**src/rtl/seq_bin2bcd_if.sv**
```systemverilog
// Start/busy/done handshake and result bus for seq_bin2bcd.
// SEQ_BIN2BCD_BLANK_EN adds the leading-zero blanking mask.
interface seq_bin2bcd_if #(
    parameter int WIDTH  = 7,
    parameter int DIGITS = 3
);
    logic                  i_start;
    logic [WIDTH-1:0]      i_binary;
    logic                  o_busy;
    logic                  o_done;
    logic [4*DIGITS-1:0]   o_bcd;
    logic                  o_ovf;
`ifdef SEQ_BIN2BCD_BLANK_EN
    logic [DIGITS-1:0]     o_blank;

    modport master (output i_start, i_binary, input o_busy, o_done, o_bcd, o_ovf, o_blank);
    modport slave  (input i_start, i_binary, output o_busy, o_done, o_bcd, o_ovf, o_blank);
`else
    modport master (output i_start, i_binary, input o_busy, o_done, o_bcd, o_ovf);
    modport slave  (input i_start, i_binary, output o_busy, o_done, o_bcd, o_ovf);
`endif
endinterface

```
**src/rtl/seq_bin2bcd.sv**
```systemverilog
// Sequential double-dabble binary-to-BCD converter, one input bit per clock.
// SEQ_BIN2BCD_BLANK_EN enables the registered leading-zero blanking mask.
//
// state   | meaning
// S_IDLE  | waiting for start, results held
// S_SHIFT | add-3 correction and shift, one binary bit per cycle
module seq_bin2bcd #(
    parameter int WIDTH  = 7,
    parameter int DIGITS = 3
) (
    input  logic          i_clk,
    input  logic          i_rst,
    seq_bin2bcd_if.slave  bus
);
    localparam int CNT_W = $clog2(WIDTH + 1);
    localparam int BCD_W = 4 * DIGITS;

    typedef enum logic {S_IDLE, S_SHIFT} state_t;

    state_t           r_state;
    logic [WIDTH-1:0] r_shift;
    logic [BCD_W-1:0] r_digits;
    logic             r_sticky;
    logic [CNT_W-1:0] r_cnt;
    logic             r_busy;
    logic             r_done;
    logic [BCD_W-1:0] r_bcd;
    logic             r_ovf;

    logic [BCD_W-1:0] w_corr;
    logic [BCD_W-1:0] w_next;
    logic             w_carry;

    // All digits corrected from their pre-correction values, then one shift.
    always_comb begin
        w_corr = r_digits;
        for (int i = 0; i < DIGITS; i++) begin
            if (r_digits[4*i +: 4] >= 4'd5)
                w_corr[4*i +: 4] = r_digits[4*i +: 4] + 4'd3;
        end
        w_carry = w_corr[BCD_W-1];
        w_next  = {w_corr[BCD_W-2:0], r_shift[WIDTH-1]};
    end

`ifdef SEQ_BIN2BCD_BLANK_EN
    localparam logic [DIGITS-1:0] BLANK_RST = ~(DIGITS'(1));

    logic [DIGITS-1:0] r_blank;
    logic [DIGITS-1:0] w_blank;
    logic              w_zero_above;

    always_comb begin
        w_blank      = '0;
        w_zero_above = 1'b1;
        for (int i = DIGITS - 1; i >= 1; i--) begin
            w_zero_above = w_zero_above & (w_next[4*i +: 4] == 4'd0);
            w_blank[i]   = w_zero_above;
        end
    end

    always_ff @(posedge i_clk) begin
        if (i_rst)
            r_blank <= BLANK_RST;
        else if (r_state == S_SHIFT && r_cnt == CNT_W'(1))
            r_blank <= w_blank;
    end

    assign bus.o_blank = r_blank;
`endif

    always_ff @(posedge i_clk) begin
        if (i_rst) begin
            r_state  <= S_IDLE;
            r_shift  <= '0;
            r_digits <= '0;
            r_sticky <= 1'b0;
            r_cnt    <= '0;
            r_busy   <= 1'b0;
            r_done   <= 1'b0;
            r_bcd    <= '0;
            r_ovf    <= 1'b0;
        end else begin
            r_done <= 1'b0;
            case (r_state)
                S_IDLE: begin
                    if (bus.i_start) begin
                        r_shift  <= bus.i_binary;
                        r_digits <= '0;
                        r_sticky <= 1'b0;
                        r_cnt    <= CNT_W'(WIDTH);
                        r_busy   <= 1'b1;
                        r_state  <= S_SHIFT;
                    end
                end
                S_SHIFT: begin
                    r_shift  <= r_shift << 1;
                    r_digits <= w_next;
                    r_sticky <= r_sticky | w_carry;
                    r_cnt    <= r_cnt - CNT_W'(1);
                    if (r_cnt == CNT_W'(1)) begin
                        r_bcd   <= w_next;
                        r_ovf   <= r_sticky | w_carry;
                        r_done  <= 1'b1;
                        r_busy  <= 1'b0;
                        r_state <= S_IDLE;
                    end
                end
                default: r_state <= S_IDLE;
            endcase
        end
    end

    assign bus.o_busy = r_busy;
    assign bus.o_done = r_done;
    assign bus.o_bcd  = r_bcd;
    assign bus.o_ovf  = r_ovf;
endmodule

```
**src/flat_wrapper.sv**
```systemverilog
// flat-port wrapper written by rule: the top's interface ports become plain ports
module seq_bin2bcd_flat 
#(
    parameter int WIDTH  = 7,
    parameter int DIGITS = 3
)
  (i_clk, i_rst, bus_i_start, bus_i_binary, bus_o_busy, bus_o_done, bus_o_bcd, bus_o_ovf);
  seq_bin2bcd_if #(.WIDTH(WIDTH), .DIGITS(DIGITS)) bus_i ();
  input  logic i_clk;
  input  logic i_rst;
  input wire logic [$bits(bus_i.i_start)-1:0] bus_i_start;
  input wire logic [$bits(bus_i.i_binary)-1:0] bus_i_binary;
  output wire logic [$bits(bus_i.o_busy)-1:0] bus_o_busy;
  output wire logic [$bits(bus_i.o_done)-1:0] bus_o_done;
  output wire logic [$bits(bus_i.o_bcd)-1:0] bus_o_bcd;
  output wire logic [$bits(bus_i.o_ovf)-1:0] bus_o_ovf;
  assign bus_i.i_start = bus_i_start;
  assign bus_i.i_binary = bus_i_binary;
  assign bus_o_busy = bus_i.o_busy;
  assign bus_o_done = bus_i.o_done;
  assign bus_o_bcd = bus_i.o_bcd;
  assign bus_o_ovf = bus_i.o_ovf;
  seq_bin2bcd #(.WIDTH(WIDTH), .DIGITS(DIGITS)) u_core (.i_clk(i_clk), .i_rst(i_rst), .bus(bus_i));
endmodule
```
**config.mk**
```make
export PLATFORM = sky130hd
export DESIGN_NAME = seq_bin2bcd_flat
export DESIGN_NICKNAME = d
export VERILOG_FILES = /design/src/rtl/seq_bin2bcd_if.sv /design/src/rtl/seq_bin2bcd.sv /design/src/flat_wrapper.sv
export SDC_FILE = /design/constraint.sdc
export NUM_CORES = 1
export LEC_CHECK = 0
export ABC_AREA = 1
export CAP_MARGIN = 10
export CORE_MARGIN = 2
export CORE_UTILIZATION = 40
export DETAILED_ROUTE_END_ITERATION = 10
export SETUP_SLACK_MARGIN = 0.02
export SYNTH_ARGS = -nofsm -noshare
export SYNTH_HDL_FRONTEND = slang
export SYNTH_SLANG_ARGS = --single-unit
```
**constraint.sdc**
```tcl
create_clock -name i_clk -period 2.6 [get_ports i_clk]
set_clock_uncertainty 0.15 [all_clocks]
set_input_delay 0.52 -clock i_clk [delete_from_list [all_inputs] [get_ports i_clk]]
set_output_delay 0.52 -clock i_clk [all_outputs]
set_load 0.05 [all_outputs]
```
### Word level (Yosys, flattened, before mapping)

Cells that the tools add are included.

* muxes and demuxes: 18
* add/sub/neg operators: 4
* order comparisons: 3
* reduce and logical (&&, ||, !) cells: 3
* equal/unequal tests: 3
* bitwise operators: 2

Operators with widths (count)
* one-hot mux 12 bit (2 select lines): 1
* one-hot mux 7 bit (2 select lines): 1
* adder 4 x 2 -> 4 bit, second input constant: 3
* >= comparator 4 x 3 -> 1 bit, second input constant: 3
* 2-to-1 mux 12 bit: 1
* 2-to-1 mux 4 bit: 3
* 2-to-1 mux 7 bit: 1
* 2-to-1 mux 1 bit: 6
* one-hot mux 1 bit (2 select lines): 3
* one-hot mux 3 bit (2 select lines): 1
* != test 2 bit, second input constant: 2
* AND reduction 2 bit: 2
* == test 3 x 1 -> 1 bit, second input constant: 1
* 2-to-1 mux 3 bit: 1
* subtractor 3 x 1 -> 3 bit, second input constant: 1
* OR reduction 2 bit: 1
* inverter 1 bit: 1
* OR 1 bit: 1

* register bits after elaboration: 39
* input bits: 10

### Longest topological paths before layout

* depth in word-level cells: 4
* depth in mapped cells: 9
* mapped depth without buffers: 9

### Worst setup path after synthesis

Ideal clock, no wire load.

* path kind: input to register
* start point: input bus_i_start
* end point: register u_core.r_shift[1]
* data arrival time: 1148 ps
* buffers on the path: 2
* stages on the path: 7
* slack: 1193 ps
* cells stage by stage: buf_2 > nor2_2 > buf_2 > a22oi_1 > nand2_1 > nand2_1 > inv_1

* word-level cells in the longest chain between the ends: 1

Ends and longest elaborated chain
* from (decl): line flat_wrapper.sv:11 `input wire logic [$bits(bus_i.i_start)-1:0] bus_i_start;`
* != test 2 bit (no line)
* to (signal assigned): line seq_bin2bcd.sv:87 `r_shift <= bus.i_binary;`
* to (signal assigned): line seq_bin2bcd.sv:96 `r_shift <= r_shift << 1;`
* to (decl): line seq_bin2bcd.sv:21 `logic [WIDTH-1:0] r_shift;`

No other way between the ends.
A chain may end at the register's enable or synchronous reset.

### Final worst setup path

* start point: register u_core.r_bcd[0], in the netlist u_core.bus.o_bcd[0]
* end point: output bus_o_bcd[0]

RTL lines
* from (decl): line seq_bin2bcd.sv:27 `logic [BCD_W-1:0] r_bcd;`
* from (signal assigned): line seq_bin2bcd.sv:101 `r_bcd <= w_next;`
* to (decl): line flat_wrapper.sv:15 `output wire logic [$bits(bus_i.o_bcd)-1:0] bus_o_bcd;`

No word-level cell between the ends.

==> summary.txt <==
Worst setup path
  • CP Cell Sequence: clkdlybuf4s50_1
  • CP max stage delay: roughly 800 ps
  • CP Max Fanout: 2
  • CP Capture Type: output pin
  • Crit path buf inv count: 1
  • CP startpoint kind: flip-flop
  • Delay-heaviest family, CP: buffers and inverters
  • WS Path Type: flip-flop to output pin
  • WP data arrival: 1460 ps
  • Reg-to-reg startpoint: u_core.r_digits[8]
  • FF-to-FF path depth: 8
  • Crit Reg-Reg Endpoint: u_core.r_sticky
  • Reg-to-reg setup timing slack: 960 ps
  • Slowest stage cell, crit path: clkdlybuf4s50_1
  • Worst Path Required: between 1500 and 2000 ps

Timing
  • Headroom to the max-slew limit: 0.650
  • Setup TNS: 0 ps
  • Final worst slack: ~470 ps
  • Tcrit/Tclk final: 0.819
  • Post-route minimum period: 2130 ps
  • Setup Viol. Count Final: 0
  • Final hold violations: 0
  • Max Freq: between 400 and 500 MHz
  • Fin. max-slew vios: 0
  • Worst slew pin tran: 525 ps
  • Hold WS: roughly 300 ps
  • RSZ-0062 raised after global routing: no

Route
  • WL final: 3.69 mm
  • Residual DRC count: 0
  • 1st-iter DRT viols: 61
  • Post-route ant nets: 0
  • Routed vias/inst: between 5 and 6
  • Total number of vias: between 1500 and 2000
  • Drt pass-1 iters: 4
  • Wire per inst: around 11 um

Finish
  • Post-layout util: 0.504
  • Multi-input gate area: between 800 and 900 um2
  • Commonest non-fill, non-tap cell in the layout: nand2_1
  • Number of diodes: 0
  • Synth-to-layout area growth: 22.0%
  • Commonest cells after routing, fill and taps aside: 71 x nand2_1, 39 x dfxtp_1, 31 x inv_1
  • Filler instances: ~450
  • Fin cells: between 300 and 400
  • Nets: 291
  • Seq. cell area: around 780 um2
  • Share of cells above drive strength 1: 0.0693

Die
  • Initial Util: 0.413
  • Core area: around 0.0044 mm2
  • Die width: 71.1 um
  • Die Y: about 71 um
  • Die area: slightly above 0.005 mm2
  • Std-Cell Rows: 24
  • I/O pin total: 25

Global routing
  • Initial antenna violation count: 0
  • Vias in the first global route: around 1600
  • Total grt overflow: 0
  • Total GRT Usage: 0.164
  • Largest net degree at the start of global routing: 15
  • First-pass GRT wire length: between 6 and 7 mm

Clocking
  • Clock Root Buffer: clkbuf_8
  • Clock Latency Late Sink: slightly below 300 ps
  • Worst-path clk slew: 80 ps
  • CTS Sinks: 39
  • Setup Fix Bufs, Post-CTS: 0
  • Hold_buf cts: 0
  • H-Tree Depth: 2
  • Post_cts resized: 0
  • CTS Buffer Depth: 2
  • CTS tree: done
  • CTS Buf Count: 5

Synth
  • Warnings from Yosys: 0
  • Xor/xnor cell area share of the yosys netlist: 0.00487
  • Largest family of logic cells by synthesized area: simple AND/OR/NAND/NOR gates
  • Multiplexer share of the synthesized area: 0
  • Complex-gate fraction of the synthesized area: 0.121
  • Adder-Cell Fraction of Synth Area: 0.0556
  • Sequential share of the synthesized area: 0.434
  • Synth Instances: about 250
  • Post-synthesis area per instance: roughly 7.3 um2
  • Synth cell types: 23
  • Post-synthesis simple-gate area fraction: 0.278
  • Post-synthesis cell area: roughly 0.0018 mm2
  • Syn Nets: 265
  • Synthesis-stage register bit count: 39

Worst hold path
  • Worst hold path type: flip-flop to flip-flop
  • Hold EP: u_core.bus.o_bcd[9]
  • WHS Path Cells: 2
  • Hold wc startpoint: u_core.bus.o_bcd[9]

Place
  • Placed Cells: around 320
  • Final GP Congestion: 0.808
  • IO buf count: 24
  • Pre-CTS WS: between 500 and 600 ps
  • Post-DP HPWL: 2.70 mm

Outcome
  • Status: complete, no violations

Flow run
  • Max cap viols: 0

Power and ir drop
  • Sw Share: 0.230
  • Clock power frac: 0.418
  • Pwr Density: 571 mW/mm2
  • Static leakage: slightly below 1 nW
  • Internal: 0.966 mW
  • Sw Pwr: approximately 0.29 mW
  • Logic gate share of total power: 0.086
  • Share of power burned in registers: 0.496
  • VDD IR-drop max: between 200 and 300 uV
==> logic make-up after synthesis <==
kind of cell,after synthesis
DFF,39
xor gates and xnor gates,1
adders and majority gates,8
and+or+nand+nor,115
buffers and inverters,44
AOI/OAI and AO/OA,40
==> registers in the layout, indices dropped and copies added (netlist names) <==
register / cells
u_core.bus.o_bcd: 12
u_core.bus.o_busy: 1
u_core.bus.o_done: 1
u_core.bus.o_ovf: 1
u_core.r_cnt: 3
u_core.r_digits: 12
u_core.r_shift: 7
u_core.r_state: 1
u_core.r_sticky: 1
==> routing by layer <==
metal,share of wire,wire length [um],up-vias,global-route usage
li1,-,-,854,-
met1,0.48,1770,753,0.194
met2,0.48,1760,22,0.288
met3,0.025,92,7,0.0313
met4,0.019,69,0,0.0734
met5,0,0,-,0
==> power by group through the flow <==
| stage | logic (mW) | registers [mW] | clock network, mW |
|---|---|---|---|
| floorplan | 0.0690 | 0.640 | 0 |
| global placement | 0.108 | 0.636 | 0 |
| detailed placement | 0.109 | 0.636 | 0 |
| CTS | 0.109 | 0.622 | 0.534 |
| global route | 0.122 | 0.625 | 0.560 |
| finish | 0.107 | 0.623 | 0.525 |
==> cells in the mapped netlist (all sizes together) <==
library cell | number | area, um2
a21oi | 17 | 85.1
xnor2 | 1 | 8.76
o21ai | 17 | 85.1
inv | 34 | 128
clkbuf | 1 | 3.75
nor2 | 5 | 21.3
a22o | 1 | 8.76
nand3 | 30 | 150
nand4 | 7 | 50.1
nor2b | 1 | 6.26
o211ai | 2 | 15.0
a22oi | 2 | 15.0
a221oi | 1 | 8.76
dfxtp | 39 | 781
ha | 8 | 100
nand2 | 72 | 273
buf | 9 | 60.1
==> stage by stage <==
stage / power [mW] / instance area [um2]
2_1_floorplan: 0.709 / 1800
3_3_place_gp: 0.745 / 2080
3_5_place_dp: 0.745 / 2080
4_1_cts: 1.27 / 2200
5_1_grt: 1.31 / 2200
6_report: 1.25 / 2200
==> how the worst max path moves through the flow <==
stage,start,to,cells after the start
detailed placement,bus_i_start,u_core.r_digits[9],5
global route,u_core.bus.o_bcd[0],bus_o_bcd[0],1
CTS,u_core.bus.o_bcd[0],bus_o_bcd[0],1
floorplan,bus_i_start,u_core.r_shift[1],7
global placement,bus_i_start,u_core.r_digits[6],5
finish,u_core.bus.o_bcd[0],bus_o_bcd[0],1
==> layout make-up <==
class                      count  share of cell area
clock buffer                   6              0.0376
clock inverter                 2              0.0160
tap                           52              0.0296
timing repair buffer          29               0.126
multi-input combinational    164               0.377
inverter                      34              0.0581
sequential                    39               0.356
No activity file was read; power rests on OpenSTA's default activity.
